--- src/rtl/div_wb_stage_if.sv ---
// rtl/div_wb_stage_if.sv - divider-side and writeback-side signal bundle for div_wb_stage
interface div_wb_stage_if #(
    parameter int LAT_W = 6
);
    logic             div_issue_i;
    logic             div_valid_i;
    logic [31:0]      div_result_i;
    logic             div_ready_o;
    logic             kill_i;
    logic             wb_valid_o;
    logic [31:0]      wb_data_o;
    logic [LAT_W-1:0] wb_lat_o;
    logic             wb_ready_i;
    logic             busy_o;
    logic             proto_err_o;

    modport slave (
        input  div_issue_i, div_valid_i, div_result_i, kill_i, wb_ready_i,
        output div_ready_o, wb_valid_o, wb_data_o, wb_lat_o, busy_o, proto_err_o
    );

    modport master (
        output div_issue_i, div_valid_i, div_result_i, kill_i, wb_ready_i,
        input  div_ready_o, wb_valid_o, wb_data_o, wb_lat_o, busy_o, proto_err_o
    );
endinterface

--- src/rtl/div_wb_stage.sv ---
// rtl/div_wb_stage.sv - divider writeback FIFO tagging each result with issue-to-push latency
module div_wb_stage #(
    parameter int DEPTH = 2,
    parameter int LAT_W = 6
) (
    input  logic           clk,
    input  logic           rst,
    div_wb_stage_if.slave  bus
);
    localparam int PTR_W = $clog2(DEPTH);
    localparam int CNT_W = PTR_W + 1;
    localparam logic [LAT_W-1:0] LAT_MAX = {LAT_W{1'b1}};

    typedef enum logic {IDLE, BUSY} state_t;

    state_t            state, state_next;
    logic [LAT_W-1:0]  lat_cnt, lat_next;
    logic [CNT_W-1:0]  count;
    logic [PTR_W-1:0]  wr_ptr, rd_ptr;
    logic [31:0]       data_mem [DEPTH];
    logic [LAT_W-1:0]  lat_mem  [DEPTH];
    logic              rst_q;
    logic              proto_err;
    logic              err_set;
    logic              push, pop;
    logic              not_empty;
    logic [LAT_W-1:0]  push_lat;

    // Holds div_ready_o low for the cycle following a reset edge.
    always_ff @(posedge clk) begin
        rst_q <= rst;
    end

    assign not_empty        = (count != '0);
    assign bus.div_ready_o  = !rst_q && (count != CNT_W'(DEPTH));
    assign bus.wb_valid_o   = not_empty;
    assign bus.wb_data_o    = not_empty ? data_mem[rd_ptr] : 32'd0;
    assign bus.wb_lat_o     = not_empty ? lat_mem[rd_ptr]  : '0;
    assign bus.busy_o       = (state == BUSY);
    assign bus.proto_err_o  = proto_err;

    assign push     = bus.div_valid_i && bus.div_ready_o;
    assign pop      = not_empty && bus.wb_ready_i;
    assign push_lat = (state == BUSY) ? lat_cnt : '0;

    always_ff @(posedge clk) begin
        if (rst) begin
            state   <= IDLE;
            lat_cnt <= '0;
        end else begin
            state   <= state_next;
            lat_cnt <= lat_next;
        end
    end

    always_comb begin
        state_next = state;
        lat_next   = lat_cnt;
        err_set    = 1'b0;
        if (bus.kill_i) begin
            state_next = IDLE;
            lat_next   = '0;
        end else begin
            case (state)
                IDLE: begin
                    if (bus.div_valid_i) err_set = 1'b1;
                    if (bus.div_issue_i) begin
                        state_next = BUSY;
                        lat_next   = LAT_W'(1);
                    end
                end
                BUSY: begin
                    if (push) begin
                        if (bus.div_issue_i) begin
                            lat_next = LAT_W'(1);
                        end else begin
                            state_next = IDLE;
                            lat_next   = '0;
                        end
                    end else begin
                        if (bus.div_issue_i) err_set = 1'b1;
                        if (lat_cnt != LAT_MAX) lat_next = lat_cnt + LAT_W'(1);
                    end
                end
                default: begin
                    state_next = IDLE;
                    lat_next   = '0;
                end
            endcase
        end
    end

    always_ff @(posedge clk) begin
        if (rst) begin
            proto_err <= 1'b0;
        end else if (err_set) begin
            proto_err <= 1'b1;
        end
    end

    always_ff @(posedge clk) begin
        if (rst || bus.kill_i) begin
            count  <= '0;
            wr_ptr <= '0;
            rd_ptr <= '0;
        end else begin
            if (push) wr_ptr <= wr_ptr + PTR_W'(1);
            if (pop)  rd_ptr <= rd_ptr + PTR_W'(1);
            case ({push, pop})
                2'b10:   count <= count + CNT_W'(1);
                2'b01:   count <= count - CNT_W'(1);
                default: count <= count;
            endcase
        end
    end

    // Storage needs no reset: reads are masked by count.
    always_ff @(posedge clk) begin
        if (!rst && !bus.kill_i && push) begin
            data_mem[wr_ptr] <= bus.div_result_i;
            lat_mem[wr_ptr]  <= push_lat;
        end
    end
endmodule

--- src/flat_wrapper.sv ---
// flat-port wrapper written by rule: the top's interface ports become plain ports
module div_wb_stage_flat 
#(
    parameter int DEPTH = 2,
    parameter int LAT_W = 6
)
  (clk, rst, bus_div_issue_i, bus_div_valid_i, bus_div_result_i, bus_kill_i, bus_wb_ready_i, bus_div_ready_o, bus_wb_valid_o, bus_wb_data_o, bus_wb_lat_o, bus_busy_o, bus_proto_err_o);
  div_wb_stage_if #(.LAT_W(LAT_W)) bus_i ();
  input  logic clk;
  input  logic rst;
  input wire logic [$bits(bus_i.div_issue_i)-1:0] bus_div_issue_i;
  input wire logic [$bits(bus_i.div_valid_i)-1:0] bus_div_valid_i;
  input wire logic [$bits(bus_i.div_result_i)-1:0] bus_div_result_i;
  input wire logic [$bits(bus_i.kill_i)-1:0] bus_kill_i;
  input wire logic [$bits(bus_i.wb_ready_i)-1:0] bus_wb_ready_i;
  output wire logic [$bits(bus_i.div_ready_o)-1:0] bus_div_ready_o;
  output wire logic [$bits(bus_i.wb_valid_o)-1:0] bus_wb_valid_o;
  output wire logic [$bits(bus_i.wb_data_o)-1:0] bus_wb_data_o;
  output wire logic [$bits(bus_i.wb_lat_o)-1:0] bus_wb_lat_o;
  output wire logic [$bits(bus_i.busy_o)-1:0] bus_busy_o;
  output wire logic [$bits(bus_i.proto_err_o)-1:0] bus_proto_err_o;
  assign bus_i.div_issue_i = bus_div_issue_i;
  assign bus_i.div_valid_i = bus_div_valid_i;
  assign bus_i.div_result_i = bus_div_result_i;
  assign bus_i.kill_i = bus_kill_i;
  assign bus_i.wb_ready_i = bus_wb_ready_i;
  assign bus_div_ready_o = bus_i.div_ready_o;
  assign bus_wb_valid_o = bus_i.wb_valid_o;
  assign bus_wb_data_o = bus_i.wb_data_o;
  assign bus_wb_lat_o = bus_i.wb_lat_o;
  assign bus_busy_o = bus_i.busy_o;
  assign bus_proto_err_o = bus_i.proto_err_o;
  div_wb_stage #(.DEPTH(DEPTH), .LAT_W(LAT_W)) u_core (.clk(clk), .rst(rst), .bus(bus_i));
endmodule
--- config.mk ---
export PLATFORM = sky130hd
export DESIGN_NAME = div_wb_stage_flat
export DESIGN_NICKNAME = d
export VERILOG_FILES = /design/src/rtl/div_wb_stage_if.sv /design/src/rtl/div_wb_stage.sv /design/src/flat_wrapper.sv
export SDC_FILE = /design/constraint.sdc
export NUM_CORES = 1
export LEC_CHECK = 0
export ABC_AREA = 1
export CAP_MARGIN = 40
export CORE_MARGIN = 8
export CORE_UTILIZATION = 40
export DETAILED_ROUTE_END_ITERATION = 8
export PLACE_DENSITY = 0.72
export SYNTH_ARGS = -nofsm -noshare
export SYNTH_HDL_FRONTEND = slang
export SYNTH_SLANG_ARGS = --single-unit
--- constraint.sdc ---
create_clock -name clk -period 5.5 [get_ports clk]
set_clock_uncertainty 0.1 [all_clocks]
set_input_delay 1.1 -clock clk [delete_from_list [all_inputs] [get_ports clk]]
set_output_delay 1.1 -clock clk [all_outputs]
set_load 0.02 [all_outputs]
==> flow_metrics.tcl, run 1 <==
set metrics [dict create \
    std_cell_rows 34 \
    ys_types 28 \
    crit_fanout 27 \
    start_to_end_type_of_the_worst_setup_path "reg -> out" \
    layout_common_cells "sky130_fd_sc_hd__nand2_1 (97), sky130_fd_sc_hd__clkdlybuf4s50_1 (79), sky130_fd_sc_hd__edfxtp_1 (76)" \
    worst_path_largest_cell_delay_ns 0.64 \
    holdPathStages 2 \
    fin_hold_ws_ns 0.374 \
    yosysTopAreaCellShare_pct 63.5 \
    clock_sink_count 90 \
    startpoint_of_the_lowest_slack_hold_path "u_core.wr_ptr" \
    fill_cells 741 \
    reg2reg_setup_slack_ns 3.47 \
    synth_seq_cells 90 \
    reg2reg_from "u_core.count[1]" \
    critPathCaptureType "primary output" \
    startpoint_type "flip-flop" \
    cp.buffers_inverters 3 \
    globalplace.congestion 0.789 \
    die_area_mm2 0.0123 \
    yosys_most_used_dff "sky130_fd_sc_hd__edfxtp_1" \
    crit_chain "inv_1 -> buf_16 -> nand2_1 -> a21oi_1 -> clkdlybuf4s50_1" \
    buffer_cell_driving_the_clock_tree_root "sky130_fd_sc_hd__clkbuf_8" \
    finalSetupTns_ns 0 \
    yosys.area.top_type "sky130_fd_sc_hd__edfxtp_1" \
    utilization_pct 54.2 \
    htreeDepth 3 \
    max_cap_viol_count 0 \
    ys_seq_area_share_pct 71.3 \
    drt-vias-per-instance 4.90 \
    final.period_utilization_pct 61.0 \
    post_cts.repair.setup_buffers 0 \
    worst_ep_required_time_ns 4.30 \
    r2r.worst_path.cells 8 \
    min_path_type "reg -> reg" \
    numCtsBuffers 9 \
    max_slew_vio_count 0 \
    irDropWorstVdd_v 0.000124 \
    hold-path-endpoint "u_core.wr_ptr" \
    async_reset_ff_share_pct 0 \
    cts.clk_slew.worst_paths_ns 0.08 \
    synthCells 314 \
    post_cts_resized 0 \
    core_mm2 0.00872 \
    synth.net_count 354 \
    fin_nets 435 \
    worst_path_dominant_cell_family "buffers and inverters" \
    avgRoutedWirePerCell_um 14.8 \
    run_status "completed" \
    cts_max_path_buffers 2 \
    globalRoute.totalOverflow 0 \
    worstPathArrival_ns 2.16 \
    grt_first_pass_wirelength_um 12600 \
    grt_util_met2_pct 21.1 \
    syn_area_mm2 0.00359 \
    crit_slowest_cell "sky130_fd_sc_hd__clkdlybuf4s50_1" \
    pwr_density_cell_mw_per_mm2 262 \
    antenna_found_initial 0 \
    route.detailed.drc 0 \
    maxSlewHeadroom_pct 64.5 \
    io_buf_count 79 \
    max_slew.worst_pin.slew_ns 0.532 \
    final_layout_size_suffix_gt1_share_pct 7.75 \
    multi_input_comb_area_um2 896 \
    layout_stage_area_growth_over_the_synthesis_result_pct 31.5 \
    detail-route-antenna-nets 0 \
    drt_iter0_markers 111 \
    wl_um 7490 \
    synthesis.yosys.warnings 0 \
    maxClockFrequency_ghz 0.298 \
    vias_in_the_first_global_route 2512 \
    hold_viol 0 \
    worst_r2r_endpoint "u_core.count[1]" \
    hpwlAfterDp_um 5170 \
    cellLeakagePower_nw 1.67 \
    maximum_number_of_pins_on_one_net_before_global_route_repair 39 \
    effective_utilization_at_floorplan_pct 41.2 \
    synth_top_cells_by_area "sky130_fd_sc_hd__edfxtp_1 (64%), sky130_fd_sc_hd__nand2_1 (10%), sky130_fd_sc_hd__dfxtp_1 (7.8%), sky130_fd_sc_hd__a21oi_1 (6.8%), sky130_fd_sc_hd__inv_1 (2.1%)" \
    detail_route.first_pass.iterations 4 \
    period_needed_ns 3.36 \
    global_routing_usage_on_met3_pct 3.25 \
    setup_viol_count_final 0 \
    io_pins 80 \
    gr-usage-all-layers_pct 12.6 \
    cts.hold.buffers_added 0 \
    synth_edf_count 76 \
    clock_latency_ns 0.34 \
    most_common_library_cell_in_the_layout_ignoring_fill_and_taps "sky130_fd_sc_hd__nand2_1" \
    tritoncts "yes" \
    diodes 0 \
    globalRouteMet1Util_pct 15.0 \
    synth.avg_cell_area_um2 11.4 \
    gr-max-usage-layer "met2" \
    chipHeight_um 111 \
    unrepaired_setup_endpoints_after_global_routing "no" \
    floorplan.die.width_um 111 \
    area.sequential_mm2 0.00256 \
    dr_total_vias 2490 \
]
-- how the worst max path moves through the flow --
| stage | from | end | slack, ns | depth (start not counted) |
|---|---|---|---|---|
| finish | flip-flop | bus_wb_data_o[9] | 2.14 | 5 |
| global route | flip-flop | bus_wb_data_o[8] | 1.96 | 5 |
| CTS | flip-flop | bus_wb_lat_o[3] | 2.10 | 5 |
| detailed placement | rst | u_core.data_mem[1][31] | 2.34 | 5 |
| global placement | flip-flop | bus_wb_lat_o[3] | 2.12 | 4 |
| floorplan | rst | u_core.data_mem[1][0] | 0.90 | 3 |
-- sequential cells by signal, indices dropped and copies added (netlist names), named ones only --
signal,count
u_core.data_mem,64
u_core.lat_mem,12
u_core.lat_cnt,6
u_core.count,2
u_core.bus.busy_o,1
u_core.bus.proto_err_o,1
u_core.rd_ptr,1
u_core.rst_q,1
u_core.wr_ptr,1
-- metrics by stage --
step	cell area, um^2	setup WS, ns	instances	total power, mW
finish	4720	2.14	508	1.24
floorplan	3590	0.899	314	0.810
detailed placement	4550	2.34	492	0.874
global route	4720	1.96	508	1.28
CTS	4720	2.10	508	1.25
global placement	4480	2.12	489	0.868
-- where the power goes --
group / switching (mW) / leakage (nW) / total [mW] / internal, mW
Combinational: 0.0526 / 0.788 / 0.106 / 0.0530
Sequential: 0.00507 / 0.799 / 0.751 / 0.746
Clock: 0.219 / 0.0826 / 0.381 / 0.162
-- worst reg2reg max path: cells and delay by family (launching register included) --
family / cells / cell delay (ns)
flops: 1 / 0.38
compound gates: 1 / 0.10
buf+inv: 2 / 0.19
fa+ha+maj: 1 / 0.33
simple gates: 4 / 0.84
-- cell type report --
cell class / instances / share of cell area (%)
Sequential cell: 90 / 54.3
Multi-Input combinational cell: 189 / 19.0
Timing Repair Buffer: 84 / 18.6
Tap cell: 108 / 2.86
Clock buffer: 9 / 2.62
Inverter: 21 / 1.67
Clock inverter: 7 / 0.980
-- cells by family after synthesis --
family | synth area share, %
AO/OA/AOI/OAI | 8.81
adder cells (fa/ha/maj) | 0.697
buffers and inverters | 4.28
flip-flops | 71.3
AND/OR/NAND/NOR | 14.9
-- cells in the mapped netlist, types with 2 or more instances --
cell / number
sky130_fd_sc_hd__ha_1: 2
sky130_fd_sc_hd__o21ai_1: 2
sky130_fd_sc_hd__clkbuf_1: 3
sky130_fd_sc_hd__edfxtp_1: 76
sky130_fd_sc_hd__a21oi_1: 49
sky130_fd_sc_hd__inv_1: 20
sky130_fd_sc_hd__nand2_2: 2
sky130_fd_sc_hd__nand2_1: 97
sky130_fd_sc_hd__nor2_1: 9
sky130_fd_sc_hd__nand3_1: 9
sky130_fd_sc_hd__nor3_1: 2
sky130_fd_sc_hd__dfxtp_1: 14
sky130_fd_sc_hd__o21ai_0: 5
sky130_fd_sc_hd__buf_2: 10
-- layer usage --
metal	part of all wire, %	wire, um	up-vias
li1	-	-	1244
met1	44	3320	1156
met2	49	3680	82
met3	5.5	415	8
met4	1.1	81	0
met5	0	0	-
Note: power is estimated with default switching activity, not from simulation.
==> run 2, diff against run 1 <==
==> constraint.sdc (replaced) <==
create_clock -name clk -period 3.5 [get_ports clk]
set_clock_uncertainty 0.1 [all_clocks]
set_input_delay 0.7 -clock clk [delete_from_list [all_inputs] [get_ports clk]]
set_output_delay 0.7 -clock clk [all_outputs]
set_load 0.02 [all_outputs]
==> flow_metrics.tcl, run 2 (same netlist as run 1, synthesis figures left out) <==
set metrics [dict create \
    run_status "completed" \
    chipHeight_um 111 \
    maxSlewHeadroom_pct 64.8 \
    maximum_number_of_pins_on_one_net_before_global_route_repair 39 \
    irDropWorstVdd_v 0.000241 \
    crit_slowest_cell "sky130_fd_sc_hd__clkdlybuf4s50_1" \
    reg.largest.list "u_core.data_mem: 64 flops, u_core.lat_mem: 12 flops, u_core.lat_cnt: 6 flops" \
    p_comb_share_pct 7.9 \
    min_path_type "reg -> reg" \
    clock_sink_count 90 \
    sequentialPowerShare_pct 55.6 \
    finalSetupTns_ns 0 \
    hold_viol 0 \
    p_sw_share_pct 21.6 \
    cp.buffers_inverters 3 \
    fin_nets 437 \
    drt_iter0_markers 193 \
    startpoint_type "flip-flop" \
    reported_net_switching_power_mw 0.459 \
    fill_cells 747 \
    max_slew.worst_pin.slew_ns 0.527 \
    crit_fanout 18 \
    tritoncts "yes" \
    cell_internal_power_mw 1.66 \
    final_layout_size_suffix_gt1_share_pct 8.46 \
    detail_route.first_pass.iterations 4 \
    hpwlAfterDp_um 5210 \
    setup_viol_count_final 0 \
    most_common_library_cell_in_the_layout_ignoring_fill_and_taps "sky130_fd_sc_hd__nand2_1" \
    vias_in_the_first_global_route 2520 \
    numCtsBuffers 9 \
    route.detailed.drc 0 \
    period_needed_ns 2.92 \
    start_to_end_type_of_the_worst_setup_path "reg -> out" \
    maxClockFrequency_ghz 0.343 \
    io_buf_count 79 \
    largest_register_ffs 64 \
    effective_utilization_at_floorplan_pct 41.2 \
    die_area_mm2 0.0123 \
    p_total_mw 2.12 \
    std_cell_rows 34 \
    pwr_density_cell_mw_per_mm2 445 \
    gr-usage-all-layers_pct 12.5 \
    htreeDepth 3 \
    globalplace.congestion 0.839 \
    cellLeakagePower_nw 1.71 \
    io_pins 80 \
    cts.hold.buffers_added 0 \
    worst_path_dominant_cell_family "buffers and inverters" \
    layout_stage_area_growth_over_the_synthesis_result_pct 32.7 \
    cts.clk_slew.worst_paths_ns 0.09 \
    unrepaired_setup_endpoints_after_global_routing "no" \
    diodes 0 \
    floorplan.die.width_um 111 \
    layout_common_cells "sky130_fd_sc_hd__nand2_1 (97), sky130_fd_sc_hd__clkdlybuf4s50_1 (79), sky130_fd_sc_hd__edfxtp_1 (76)" \
    dr_total_vias 2510 \
    detail-route-antenna-nets 0 \
    wl_um 7650 \
    core_mm2 0.00872 \
    max_cap_viol_count 0 \
    drt-vias-per-instance 4.92 \
    clock_latency_ns 0.34 \
    final.period_utilization_pct 83.4 \
    avgRoutedWirePerCell_um 15.0 \
    post_cts_resized 0 \
    max_slew_vio_count 0 \
    antenna_found_initial 0 \
    worst_ep_required_time_ns 2.70 \
    cts_max_path_buffers 2 \
    worst_path_largest_cell_delay_ns 0.64 \
    placedCellCount 494 \
    regMostFlops "u_core.data_mem" \
    buffer_cell_driving_the_clock_tree_root "sky130_fd_sc_hd__clkbuf_8" \
    worstPathArrival_ns 2.12 \
    globalRoute.totalOverflow 0 \
    layout.cells.non_filler 510 \
    critPathCaptureType "primary output" \
    grt_first_pass_wirelength_um 12600 \
    crit_chain "inv_1 -> buf_4 -> nand2_1 -> a21oi_1 -> clkdlybuf4s50_1" \
    utilization_pct 54.6 \
    share_clk_of_total_power_pct 36.5 \
    post_cts.repair.setup_buffers 0 \
]
[run 2: routing by layer]
metal | vias up | global-route usage, % | wire (um)
li1 | 1241 | - | -
met1 | 1178 | 15.2 | 3480
met2 | 82 | 20.3 | 3600
met3 | 9 | 3.63 | 484
met4 | 0 | 4.86 | 82
met5 | - | 0 | 0
[run 2: cell type report]
type / count / area (um^2) / area share [%]
Clock inverter: 7 / 100 / 2.10
Tap cell: 108 / 135 / 2.84
Multi-Input combinational cell: 189 / 902 / 18.9
Timing Repair Buffer: 86 / 863 / 18.1
Sequential cell: 90 / 2560 / 53.8
Clock buffer: 9 / 124 / 2.60
Inverter: 21 / 78.8 / 1.65
[run 2: power by group through the flow]
| stage | clock, mW | sequential (mW) | combinational, mW |
|---|---|---|---|
| after detailed placement | 0 | 1.20 | 0.168 |
| after CTS | 0.790 | 1.18 | 0.169 |
| after global routing | 0.831 | 1.18 | 0.181 |
| final | 0.775 | 1.18 | 0.167 |
| after global placement | 0 | 1.20 | 0.162 |
| after floorplan | 0 | 1.20 | 0.0682 |
[run 2: worst paths after layout]
kind | startpoint | to | slack, ns | cells after the start
worst max register to register | u_core.count[0] | u_core.data_mem[0][8] | 1.40 | 5
worst min-delay path | u_core.rd_ptr | flip-flop | 0.36 | 1
worst min register to register | u_core.rd_ptr | flip-flop | 0.36 | 1
worst max-delay path | flip-flop | bus_wb_data_o[4] | 0.58 | 5
[run 2: per-stage QoR]
stage / instance area [um^2] / hold slack, ns / worst slack, ns
after global placement: 4510 / 0.344 / 0.682
after global routing: 4770 / 0.392 / 0.416
after CTS: 4770 / 0.358 / 0.534
final: 4770 / 0.360 / 0.582
after floorplan: 3600 / 0.325 / 0.366
after detailed placement: 4540 / 0.339 / 0.609
==> run 3, diff against run 2 <==
--- a/config.mk
+++ b/config.mk
@@ -10,7 +10,7 @@
 export CORE_MARGIN = 8
 export CORE_UTILIZATION = 40
 export DETAILED_ROUTE_END_ITERATION = 8
-export PLACE_DENSITY = 0.72
+export PLACE_DENSITY = 0.74
 export SYNTH_ARGS = -nofsm -noshare
 export SYNTH_HDL_FRONTEND = slang
 export SYNTH_SLANG_ARGS = --single-unit
==> constraint.sdc (replaced) <==
create_clock -name clk -period 2.5 [get_ports clk]
set_clock_uncertainty 0.1 [all_clocks]
set_input_delay 0.5 -clock clk [delete_from_list [all_inputs] [get_ports clk]]
set_output_delay 0.5 -clock clk [all_outputs]
set_load 0.02 [all_outputs]
==> flow_metrics.tcl, run 3 (same netlist as run 1, synthesis figures left out) <==
set metrics [dict create \
    avgRoutedWirePerCell_um 15.4 \
    globalplace.congestion 0.793 \
    clock_latency_ns 0.35 \
    clock_sink_count 90 \
    htreeDepth 3 \
    diodes 0 \
    max_slew.worst_pin.slew_ns 0.364 \
    worst_path_largest_cell_delay_ns 0.66 \
    io_pins 80 \
    layout_stage_area_growth_over_the_synthesis_result_pct 33.6 \
    tritoncts "yes" \
    run_status "completed" \
    final_layout_size_suffix_gt1_share_pct 8.89 \
    detail_route.first_pass.iterations 4 \
    irDropWorstVdd_v 0.000304 \
    worst_path_dominant_cell_family "buffers and inverters" \
    regMostFlops "u_core.data_mem" \
    fin_nets 440 \
    cts.clk_slew.worst_paths_ns 0.08 \
    crit_slowest_cell "sky130_fd_sc_hd__clkdlybuf4s50_1" \
    worst_ep_required_time_ns 1.90 \
    critPathCaptureType "primary output" \
    hpwlAfterDp_um 5240 \
    finalSetupTns_ns 0 \
    maxSlewHeadroom_pct 75.7 \
    max_slew_vio_count 0 \
    die_area_mm2 0.0123 \
    largest_register_ffs 64 \
    max_cap_viol_count 0 \
    worstPathArrival_ns 1.78 \
    grt_first_pass_wirelength_um 13200 \
    cts.hold.buffers_added 0 \
    placedCellCount 496 \
    crit_chain "inv_2 -> a21oi_1 -> clkdlybuf4s50_1" \
    cp.buffers_inverters 2 \
    drt-vias-per-instance 4.96 \
    core_mm2 0.00872 \
    floorplan.die.width_um 111 \
    buffer_cell_driving_the_clock_tree_root "sky130_fd_sc_hd__clkbuf_8" \
    vias_in_the_first_global_route 2597 \
    gr-usage-all-layers_pct 13.2 \
    fin_hold_ws_ns 0.365 \
    min_path_type "reg -> reg" \
    io_buf_count 79 \
    unrepaired_setup_endpoints_after_global_routing "no" \
    maxClockFrequency_ghz 0.421 \
    hold_viol 0 \
    maximum_number_of_pins_on_one_net_before_global_route_repair 39 \
    layout.cells.non_filler 513 \
    crit_fanout 4 \
    route.detailed.drc 0 \
    effective_utilization_at_floorplan_pct 41.2 \
    chipHeight_um 111 \
    reg.largest.list "u_core.data_mem: 64 flops, u_core.lat_mem: 12 flops, u_core.lat_cnt: 6 flops" \
    antenna_found_initial 1 \
    wl_um 7920 \
    most_common_library_cell_in_the_layout_ignoring_fill_and_taps "sky130_fd_sc_hd__nand2_1" \
    final.period_utilization_pct 95.1 \
    layout_common_cells "sky130_fd_sc_hd__nand2_1 (97), sky130_fd_sc_hd__edfxtp_1 (76), sky130_fd_sc_hd__a21oi_1 (49)" \
    globalRoute.totalOverflow 0 \
    dr_total_vias 2546 \
    numCtsBuffers 9 \
    setup_viol_count_final 0 \
    pwr_density_cell_mw_per_mm2 610 \
    period_needed_ns 2.38 \
    cellLeakagePower_nw 2.00 \
    p_total_mw 2.92 \
    detail-route-antenna-nets 0 \
    drt_iter0_markers 118 \
    cts_max_path_buffers 2 \
    std_cell_rows 34 \
    startpoint_type "flip-flop" \
    start_to_end_type_of_the_worst_setup_path "reg -> out" \
]
-- run 3: path summary, 6_finish.rpt --
kind	start	endpoint	slack [ns]	cells past startpoint
max	u_core.count[0]	bus_div_ready_o	0.12	3
max reg2reg	u_core.count[0]	u_core.count[1]	0.64	9
min reg2reg	u_core.rd_ptr	u_core.rd_ptr	0.36	1
min	u_core.rd_ptr	u_core.rd_ptr	0.36	1
-- run 3: power by group --
group | total, mW | switching (mW) | internal, mW
registers | 1.65 | 0.00910 | 1.64
clock network | 1.05 | 0.489 | 0.557
logic | 0.230 | 0.121 | 0.109
-- run 3: area by class of cell --
type | count | area (um^2)
clock buffers | 10 | 128
inverters | 21 | 78.8
fillers | 764 | 3920
clock inverters | 6 | 81.3
flip-flops and latches | 90 | 2560
multi-input cells | 189 | 902
well taps | 108 | 135
repair buffers | 89 | 911
-- run 3: worst reg2reg max path, stage by stage (launching register included) --
cell and delay (ns):
sky130_fd_sc_hd__dfxtp_1 0.37, sky130_fd_sc_hd__nor2_4 0.16, sky130_fd_sc_hd__buf_12 0.20, sky130_fd_sc_hd__inv_1 0.07
sky130_fd_sc_hd__nand2_1 0.06, sky130_fd_sc_hd__inv_1 0.07, sky130_fd_sc_hd__ha_1 0.33, sky130_fd_sc_hd__nor2_1 0.15
sky130_fd_sc_hd__a21oi_1 0.09, sky130_fd_sc_hd__nor3_1 0.18
-- run 3: through the flow --
stage | util [%] | setup WS, ns | area (um^2)
after global routing | 55.0 | 0.0190 | 4800
final | 55.0 | 0.122 | 4800
after CTS | 54.7 | 0.00474 | 4770
after detailed placement | 52.6 | 0.193 | 4590
after floorplan | - | 0.202 | 3610
after global placement | 52.4 | 0.0724 | 4570
-- run 3: what timing repair did --
item,CTS,global route
gates resized for setup,34,8
buffers inserted,0,1
setup endpoints to repair,38,9
pin swaps,0,1
cloned,0,0
-- run 3: layer usage --
layer	up-vias	wire (um)	global-route usage (%)
li1	1245	-	-
met1	1199	3360	15.9
met2	87	3930	21.5
met3	13	523	3.90
met4	2	94	5.77
met5	-	13	0
